[config.mk]
export PLATFORM = sky130hd
export DESIGN_NAME = game_tick_gen
export DESIGN_NICKNAME = d
export VERILOG_FILES = /design/src/rtl/game_tick_gen_pkg.sv /design/src/rtl/game_tick_gen_frame_end_detect.sv /design/src/rtl/game_tick_gen.sv
export SDC_FILE = /design/constraint.sdc
export NUM_CORES = 1
export LEC_CHECK = 0
export BUFFER_PORTS_ARGS = -buffer_cell sky130_fd_sc_hd__buf_2
export CAP_MARGIN = 20
export CORE_MARGIN = 2
export CORE_UTILIZATION = 45
export DETAILED_ROUTE_END_ITERATION = 8
export GPL_TIMING_DRIVEN = 0
export PLACE_DENSITY = 0.79
export SLEW_MARGIN = 20
export SYNTH_ARGS = -nofsm -noshare
export SYNTH_HDL_FRONTEND = slang
export SYNTH_SLANG_ARGS = --single-unit
[constraint.sdc]
create_clock -name in_clk -period 5.1 [get_ports in_clk]
set_input_delay 1.02 -clock in_clk [delete_from_list [all_inputs] [get_ports in_clk]]
set_output_delay 1.02 -clock in_clk [all_outputs]
set_load 0.005 [all_outputs]
[src/rtl/game_tick_gen_pkg.sv]
// game_tick_gen_pkg: shared game state codes, scan limits and tick-rate defaults.
package game_tick_gen_pkg;

    localparam logic [2:0] STATE_START  = 3'd0;
    localparam logic [2:0] STATE_INGAME = 3'd1;
    localparam logic [2:0] STATE_OVER   = 3'd2;

    localparam int LAST_HOR_ADDR   = 639;
    localparam int LAST_VER_ADDR   = 479;
    localparam int DEF_BASE_FRAMES = 8;
    localparam int DEF_MIN_FRAMES  = 2;
    localparam int DEF_SCORE_STEP  = 4;

    typedef enum logic [1:0] {
        IDLE   = 2'd0,
        RUN    = 2'd1,
        PAUSED = 2'd2
    } tick_state_e;

endpackage

[src/rtl/game_tick_gen_frame_end_detect.sv]
// frame_end_detect: one registered strobe per frame end, immune to held scan coordinates.
module frame_end_detect #(
    parameter int H_LAST  = 639,
    parameter int V_LAST  = 479,
    parameter int COORD_W = 10
) (
    input  logic               in_clk,
    input  logic               sys_reset_n,
    input  logic [COORD_W-1:0] x_in,
    input  logic [COORD_W-1:0] y_in,
    output logic               fe_rise,
    output logic               frame_strobe
);

    logic fe;
    logic was_updated;

    assign fe      = (x_in == COORD_W'(H_LAST)) && (y_in == COORD_W'(V_LAST));
    assign fe_rise = fe && !was_updated;

    always_ff @(posedge in_clk or negedge sys_reset_n) begin
        if (!sys_reset_n) begin
            was_updated  <= 1'b0;
            frame_strobe <= 1'b0;
        end else begin
            was_updated  <= fe;
            frame_strobe <= fe_rise;
        end
    end

endmodule

[src/rtl/game_tick_gen.sv]
// game_tick_gen: frame-divided game update tick with score-driven speed levels, pause and single-step.
module game_tick_gen
    import game_tick_gen_pkg::*;
#(
    parameter int H_LAST      = LAST_HOR_ADDR,
    parameter int V_LAST      = LAST_VER_ADDR,
    parameter int COORD_W     = 10,
    parameter int SCORE_W     = 8,
    parameter int BASE_FRAMES = DEF_BASE_FRAMES,
    parameter int MIN_FRAMES  = DEF_MIN_FRAMES,
    parameter int LEVEL_DEC   = 1,
    parameter int SCORE_STEP  = DEF_SCORE_STEP,
    parameter int LEVELS      = 8,
    parameter int FPT_W       = 4
) (
    input  logic                       in_clk,
    input  logic                       sys_reset_n,
    input  logic [COORD_W-1:0]         x_in,
    input  logic [COORD_W-1:0]         y_in,
    input  logic [2:0]                 game_state,
    input  logic [SCORE_W-1:0]         score,
    input  logic                       pause,
    input  logic                       step,
    output logic                       tick,
    output logic                       frame_strobe,
    output logic [$clog2(LEVELS)-1:0]  level,
    output logic [FPT_W-1:0]           frames_per_tick,
    output logic                       paused
);

    localparam int LW    = $clog2(LEVELS);
    localparam int CW    = FPT_W + LW + 1;
    localparam int SHIFT = $clog2(SCORE_STEP);

    logic               fe_rise;
    logic               ingame;
    logic               step_q;
    logic               step_pend;
    logic [SCORE_W-1:0] lvl_wide;
    logic [LW-1:0]      lvl_raw;
    logic [CW-1:0]      dec;
    logic [FPT_W-1:0]   fpt_raw;
    logic [FPT_W-1:0]   cnt;
    tick_state_e        state;

    frame_end_detect #(
        .H_LAST  (H_LAST),
        .V_LAST  (V_LAST),
        .COORD_W (COORD_W)
    ) u_fed (
        .in_clk       (in_clk),
        .sys_reset_n  (sys_reset_n),
        .x_in         (x_in),
        .y_in         (y_in),
        .fe_rise      (fe_rise),
        .frame_strobe (frame_strobe)
    );

    assign ingame = game_state == STATE_INGAME;

    // Wide intermediate keeps BASE - lvl*DEC from wrapping before the MIN clamp.
    always_comb begin
        lvl_wide = score >> SHIFT;
        lvl_raw  = (lvl_wide > SCORE_W'(LEVELS - 1)) ? LW'(LEVELS - 1) : lvl_wide[LW-1:0];
        dec      = CW'(lvl_raw) * CW'(LEVEL_DEC);
        fpt_raw  = (dec + CW'(MIN_FRAMES) > CW'(BASE_FRAMES)) ? FPT_W'(MIN_FRAMES)
                                                             : FPT_W'(CW'(BASE_FRAMES) - dec);
    end

    always_ff @(posedge in_clk or negedge sys_reset_n) begin
        if (!sys_reset_n) begin
            state           <= IDLE;
            cnt             <= '0;
            tick            <= 1'b0;
            level           <= '0;
            frames_per_tick <= FPT_W'(BASE_FRAMES);
            paused          <= 1'b0;
            step_q          <= 1'b0;
            step_pend       <= 1'b0;
        end else begin
            step_q <= step;
            tick   <= 1'b0;
            if (!ingame) begin
                state     <= IDLE;
                cnt       <= '0;
                paused    <= 1'b0;
                step_pend <= 1'b0;
            end else begin
                case (state)
                    IDLE: begin
                        state           <= RUN;
                        cnt             <= '0;
                        level           <= lvl_raw;
                        frames_per_tick <= fpt_raw;
                    end
                    RUN: begin
                        if (pause) begin
                            state  <= PAUSED;
                            paused <= 1'b1;
                        end else if (fe_rise) begin
                            // >= lets a divisor that shrank under the counter wrap on the next frame.
                            if (cnt >= frames_per_tick - FPT_W'(1)) begin
                                cnt             <= '0;
                                tick            <= 1'b1;
                                level           <= lvl_raw;
                                frames_per_tick <= fpt_raw;
                            end else begin
                                cnt <= cnt + FPT_W'(1);
                            end
                        end
                    end
                    PAUSED: begin
                        if (!pause) begin
                            state     <= RUN;
                            paused    <= 1'b0;
                            step_pend <= 1'b0;
                        end else if (step_pend && fe_rise) begin
                            tick            <= 1'b1;
                            step_pend       <= 1'b0;
                            level           <= lvl_raw;
                            frames_per_tick <= fpt_raw;
                        end else if (step && !step_q) begin
                            step_pend <= 1'b1;
                        end
                    end
                    default: state <= IDLE;
                endcase
            end
        end
    end

endmodule

* Yosys cells after proc, flatten, opt, wreduce, memory -nomap -nowiden
Index checks and enable logic that the tools add are counted. Widths: inputs -> output; s select.
Operators by class: muxes and demuxes 39, order comparisons 3, $add $sub $neg 4, equality and inequality tests 18, reduce and logical (&&, ||, !) cells 13
Operators with widths (number):
- $mux 4 | 10
- $mux 3 | 6
- $mux 1 | 14
- $ne 3x3->1 const B | 4
- $pmux 4 s3 | 1
- $eq 10x10->1 const B | 1
- $eq 10x9->1 const B | 1
- $ne 2x2->1 const B | 5
- $pmux 3 s3 | 1
- $pmux 4 s2 | 1
- $reduce_and 7->1 | 1
- $gt 6x3->1 const B | 1
- $mux 2 | 3
- $ne 3x1->1 const B | 2
- $pmux 2 s3 | 1
- $reduce_and 3->1 | 2
- $add 3x2->4 const B | 1
- $add 4x1->4 const B | 1
- $ge 4x4->1 | 1
- $gt 4x4->1 const B | 1
- $logic_and 1x1->1 | 4
- $ne 4x2->1 const B | 1
- $pmux 1 s2 | 2
- $reduce_and 2->1 | 2
- 9 further kinds | 10
Storage, ports and cells: output and inout bits 10, logic and storage cells 87, register bits after elaboration 19, input port bits 35

* Logic depth before layout (Yosys ltp)
depth after elaboration 9, depth in mapped cells 9, mapped depth without buffers 9

* By module
From an unflattened synthesis, not the netlist that was laid out.
Unflattened totals: cells, all modules 127, area, all modules 1267.5 um^2
Modules (own cells, without submodules):
- game_tick_gen | cells an instance 115, area each 1149.9 um^2, instances 1, sequential area each 426.7 um^2
- frame_end_detect | cells an instance 12, area each 117.6 um^2, instances 1, sequential area each 50.0 um^2

* Least setup slack after synthesis
No wires, ideal clock.
path type input to register, start input y_in[9], end register frames_per_tick[1], data required time 4975 ps, cell stages on the path 5, slack 2264 ps, path buffers 0, library setup time 125 ps, arrival 2711 ps, cells stage by stage nand4b_1 -> or3_4 -> o41a_1 -> nor3_4 -> mux2_2
On the way: cells in the longest elaborated chain, start to end 6, elaborated cells between the ends (all ways) 7, classes of those cells eq/ne (3); reduce/logical (4)
Ends and longest elaborated chain:
- from (decl) | RTL line game_tick_gen.sv:19 | input logic [COORD_W-1:0] y_in,
- $eq 10x9->1 (*) | RTL line game_tick_gen_frame_end_detect.sv:18 | assign fe = (x_in == COORD_W'(H_LAST)) && (y_in == COORD_W'(V_LAST));
- $logic_and 1x1->1 (*) | RTL line game_tick_gen_frame_end_detect.sv:18
- $logic_and 1x1->1 (*) | RTL line game_tick_gen_frame_end_detect.sv:19 | assign fe_rise = fe && !was_updated;
- $logic_and 1x1->1 | RTL line game_tick_gen.sv:117 | end else if (step_pend && fe_rise) begin
- $ne 2x2->1 (no line)
- $reduce_and 7->1 (no line) (*)
- to (signal assigned) | RTL line game_tick_gen.sv:94 | frames_per_tick <= fpt_raw;
- to (signal assigned) | RTL line game_tick_gen.sv:106 | frames_per_tick <= fpt_raw;
- to (signal assigned) | RTL line game_tick_gen.sv:121 | frames_per_tick <= fpt_raw;
- to (decl) | RTL line game_tick_gen.sv:27 | output logic [FPT_W-1:0] frames_per_tick,
Every way passes the cells marked *; elsewhere a longest branch is shown, timed or not. A chain may end at the register's enable or synchronous reset.

* Worst setup path after layout
start input y_in[9], end register level[2]
On the way: cells in the longest elaborated chain, start to end 6, elaborated cells between the ends (all ways) 7, classes of those cells eq/ne (3); reduce/logical (4)
Ends and longest elaborated chain:
- $eq 10x9->1 (*) | RTL line game_tick_gen_frame_end_detect.sv:18
- $logic_and 1x1->1 (*) | RTL line game_tick_gen_frame_end_detect.sv:18
- $logic_and 1x1->1 (*) | RTL line game_tick_gen_frame_end_detect.sv:19
- $logic_and 1x1->1 | RTL line game_tick_gen.sv:117
- $ne 2x2->1 (no line)
- $reduce_and 7->1 (no line) (*)
- to (signal assigned) | RTL line game_tick_gen.sv:93 | level <= lvl_raw;
- to (signal assigned) | RTL line game_tick_gen.sv:105 | level <= lvl_raw;
- to (signal assigned) | RTL line game_tick_gen.sv:120 | level <= lvl_raw;
- to (decl) | RTL line game_tick_gen.sv:26 | output logic [$clog2(LEVELS)-1:0] level,
Marked as above.

==> results by group <==
Cells and area
  – Share of cells above drive strength 1: approximately a third
  – # fillers: about 240
  – Area Growth Syn to Fin: 22.12%
  – FF+latch area: about 480 um2
  – Diodes inserted: 0
  – Design area: between 0.0015 and 0.002 mm2
  – Area of the multi-input gates: around 730 um2
  – Final #Nets: around 220
  – Non-filler cells in the finished layout: a little over 200

Synth
  – Synth Instances: ~130
  – Yosys reg bits: 19
  – EDFF count, synth: 0
  – Top FF cell, synth: dfrtp_1
  – Top cells by area, synth: dfrtp_1 36%, ha_1 12%, mux2i_1 4.8%, mux2_2 4.5%, inv_1 3.6%
  – Yosys cell types: 33
  – Top cell type's share of synthesized area: between 30% and 40%
  – Synthesized cell area: 0.001250 mm2
  – YS warnings: 0
  – Synth area leader: dfrtp_1
  – Async SR Flop Fraction: 100.0%
  – Count leader, synth: dfrtp_1
  – Synthesized area per cell: between 9 and 10 um2
  – Synth cell count leaders: 18 x dfrtp_1, 12 x ha_1, 12 x inv_1
  – Mapped Nets: roughly 170
  – Sequential share of the synthesized area: 38.14%

Global route
  – Initial antenna violation count: 0
  – First-pass GRT wire length: roughly 4400 um
  – Vias in the first global route: 1131
  – Pin count of the biggest net entering global routing: 20
  – Grt ovf: 0
  – Gr usage total: between 15 and 20%

Power
  – Pwr Density: 199.7 mW/mm2
  – Pleak: 0.0007002 uW
  – Clock power frac: 25.3%
  – Sw Pwr: between 80 and 90 uW
  – Comb pwr share: around 22%
  – Sw Ratio: between 20% and 30%
  – Reg power frac: 53.0%
  – Int Pwr: 218.9 uW
  – VDD IR max: around 0.16 mV
  – Total power: about 300 uW

Setup path
  – CP max FO: 7
  – Reg-to-reg startpoint: frames_per_tick[0]
  – CP Launch Type: input pin
  – Worst Path Buf+Inv: 1
  – CP endpoint kind: flip-flop
  – CP Data Required Time: roughly 5300 ps
  – Kind of critical path: input pin to flip-flop
  – CP peak stage delay: roughly 450 ps
  – Critical Path, Cell by Cell: buf_2 > nand4b_1 > or3_4 > o41a_1 > nor3_4 > mux2_2
  – Top delay family on crit path: simple AND/OR/NAND/NOR gates
  – Slowest stage cell, crit path: o41a_1
  – Worst Setup SP: y_in[9]
  – Arr. time, crit path: roughly 2900 ps

Run status
  – Outcome: finished, final reports clean

Floorplanning
  – Die H: ~57 um
  – Die area: around 0.0032 mm2
  – Number of core rows: 19
  – Die Span X: ~57 um
  – I/O pin total: 45
  – Core area: 0.002686 mm2
  – Initial core utilization: between 40% and 50%

Drt
  – # DRC: 0
  – Total number of vias: roughly 1100
  – Post-route ant nets: 0
  – Vias per cell: 5.623
  – WL/cell: ~13 um
  – Initial DRC count: 40
  – WL final: 2611 um
  – Pre-antenna DRT Iters: 4

CTS
  – Post-CTS Resized: 0
  – Clock latency at the later pin of the worst-skew pair: roughly 300 ps
  – Hold buffer count at cts: 0
  – Clock-pin slew on the worst setup and hold paths: roughly 110 ps
  – Max clock buf depth: 2
  – Cts bufs inserted: 3
  – CTS tree: done
  – CTS root buf: clkbuf_4
  – Post-CTS Setup Bufs: 0
  – H-tree lvl count: 1
  – Clock sink total: 19

Timing
  – Tmin final: 2717 ps
  – Slew margin rel.: around 60%
  – Count of final setup violators: 0
  – Setup ws final: 2383 ps
  – Setup_tns: 0 ps
  – Worst setup skew after layout: 0.2792 ps
  – Max Fclk: about 0.37 GHz
  – Unrepaired setup endpoints after global routing: false
  – Max-slew violations: 0
  – Share of the clock period used by the worst path: 53.27%
  – Final Hold Viols: 0
  – Slew @ Worst Pin: 598.6 ps

Placement
  – Placed cell area: 0.001499 mm2
  – Placer Congestion: between 0.8 and 0.9
  – Port Buffers: 42
  – Pre-CTS setup slack: a little over 2000 ps
  – Placed wire-length estimate: 2133 um
  – Placed Cells: 200

Worst hold path
  – Hold Path Class: flip-flop to flip-flop
  – HP Start: cnt[3]

Flow run
  – Max-cap violation count: 0
[final timing paths]
path	slack, ps	endpoint	cells past startpoint
worst max-delay path	2380	level[2]	6
worst min-delay path	490	cnt[3]	1
max in group asynchronous	4130	frames_per_tick[3]	1
min in group asynchronous	640	frames_per_tick[1]	1
worst min register to register	490	cnt[3]	1
worst max register to register	2750	cnt[3]	7
[routing by layer]
metal | share of wire [%] | wire length [um] | track usage (%) | vias to the layer above
li1 | - | - | - | 554
met1 | 39 | 1031 | 19.25 | 535
met2 | 51 | 1337 | 31.56 | 51
met3 | 7.9 | 205 | 4.839 | 7
met4 | 1.4 | 37 | 4.422 | 0
met5 | 0 | 0 | 0 | -
[power by group through the flow]
stage / sequential, uW / clock (uW) / combinational [uW]
6_report: 161 / 77.0 / 66.3
5_1_grt: 163 / 85.8 / 75.5
4_1_cts: 162 / 82.5 / 67.4
3_5_place_dp: 164 / 0 / 67.0
3_3_place_gp: 164 / 0 / 64.1
2_1_floorplan: 164 / 0 / 36.5
[flip-flops by register name, summed over array words and instances (netlist names)]
register            cells
cnt                     4
frames_per_tick         4
level                   3
paused                  1
state                   2
step_pend               1
step_q                  1
tick                    1
u_fed.frame_strobe      1
u_fed.was_updated       1
[placed cells by master (no fill, tap or decap), types with 3 or more instances in the layout]
cell	n
buf_2	42
dfrtp_1	18
inv_1	12
ha_1	12
nor2_1	10
nor3_1	8
a21oi_1	7
nand3_1	6
o21ai_0	6
mux2i_1	6
nand4b_1	5
nand2_1	5
mux2_2	5
nand2b_1	3
clkbuf_4	3
[cell families (layout without fill, tap and decap cells)]
kind of cell             Yosys count  in the layout  share of synthesized area, %
XOR/XNOR                           2              2                         1.402
flip-flops                        19             19                         38.14
buffers and inverters             12             58                         3.603
multiplexers                      11             11                         9.309
AO/OA/AOI/OAI                     23             23                         11.91
adder cells (fa/ha/maj)           12             12                         12.01
AND/OR/NAND/NOR                   48             48                         23.63
[worst register-to-register path: cells and delay by family, from the launching register on]
| family | cells | cell delay (ps) |
|---|---|---|
| AO/OA/AOI/OAI | 3 | 1100 |
| buffers and inverters | 1 | 80 |
| multiplexers | 1 | 160 |
| flip-flops | 1 | 380 |
| adder cells (fa/ha/maj) | 2 | 570 |
[area by class of cell]
type                    count  share of cell area [%]
flip-flops and latches     19                   31.23
inverters                  12                   2.951
multi-input cells          96                   47.71
clock inverters             1                  0.3279
well taps                  31                   2.541
clock buffers               3                   1.475
repair buffers             42                   13.77
[per-stage QoR]
step	util, %	hold slack (ps)
final	56.82	494.7
after global routing	56.82	520.6
after CTS	56.82	501.4
after detailed placement	55.80	485.3
after global placement	55.80	473.6
after floorplan	-	456.9
Note: power is estimated with default switching activity, not from simulation.
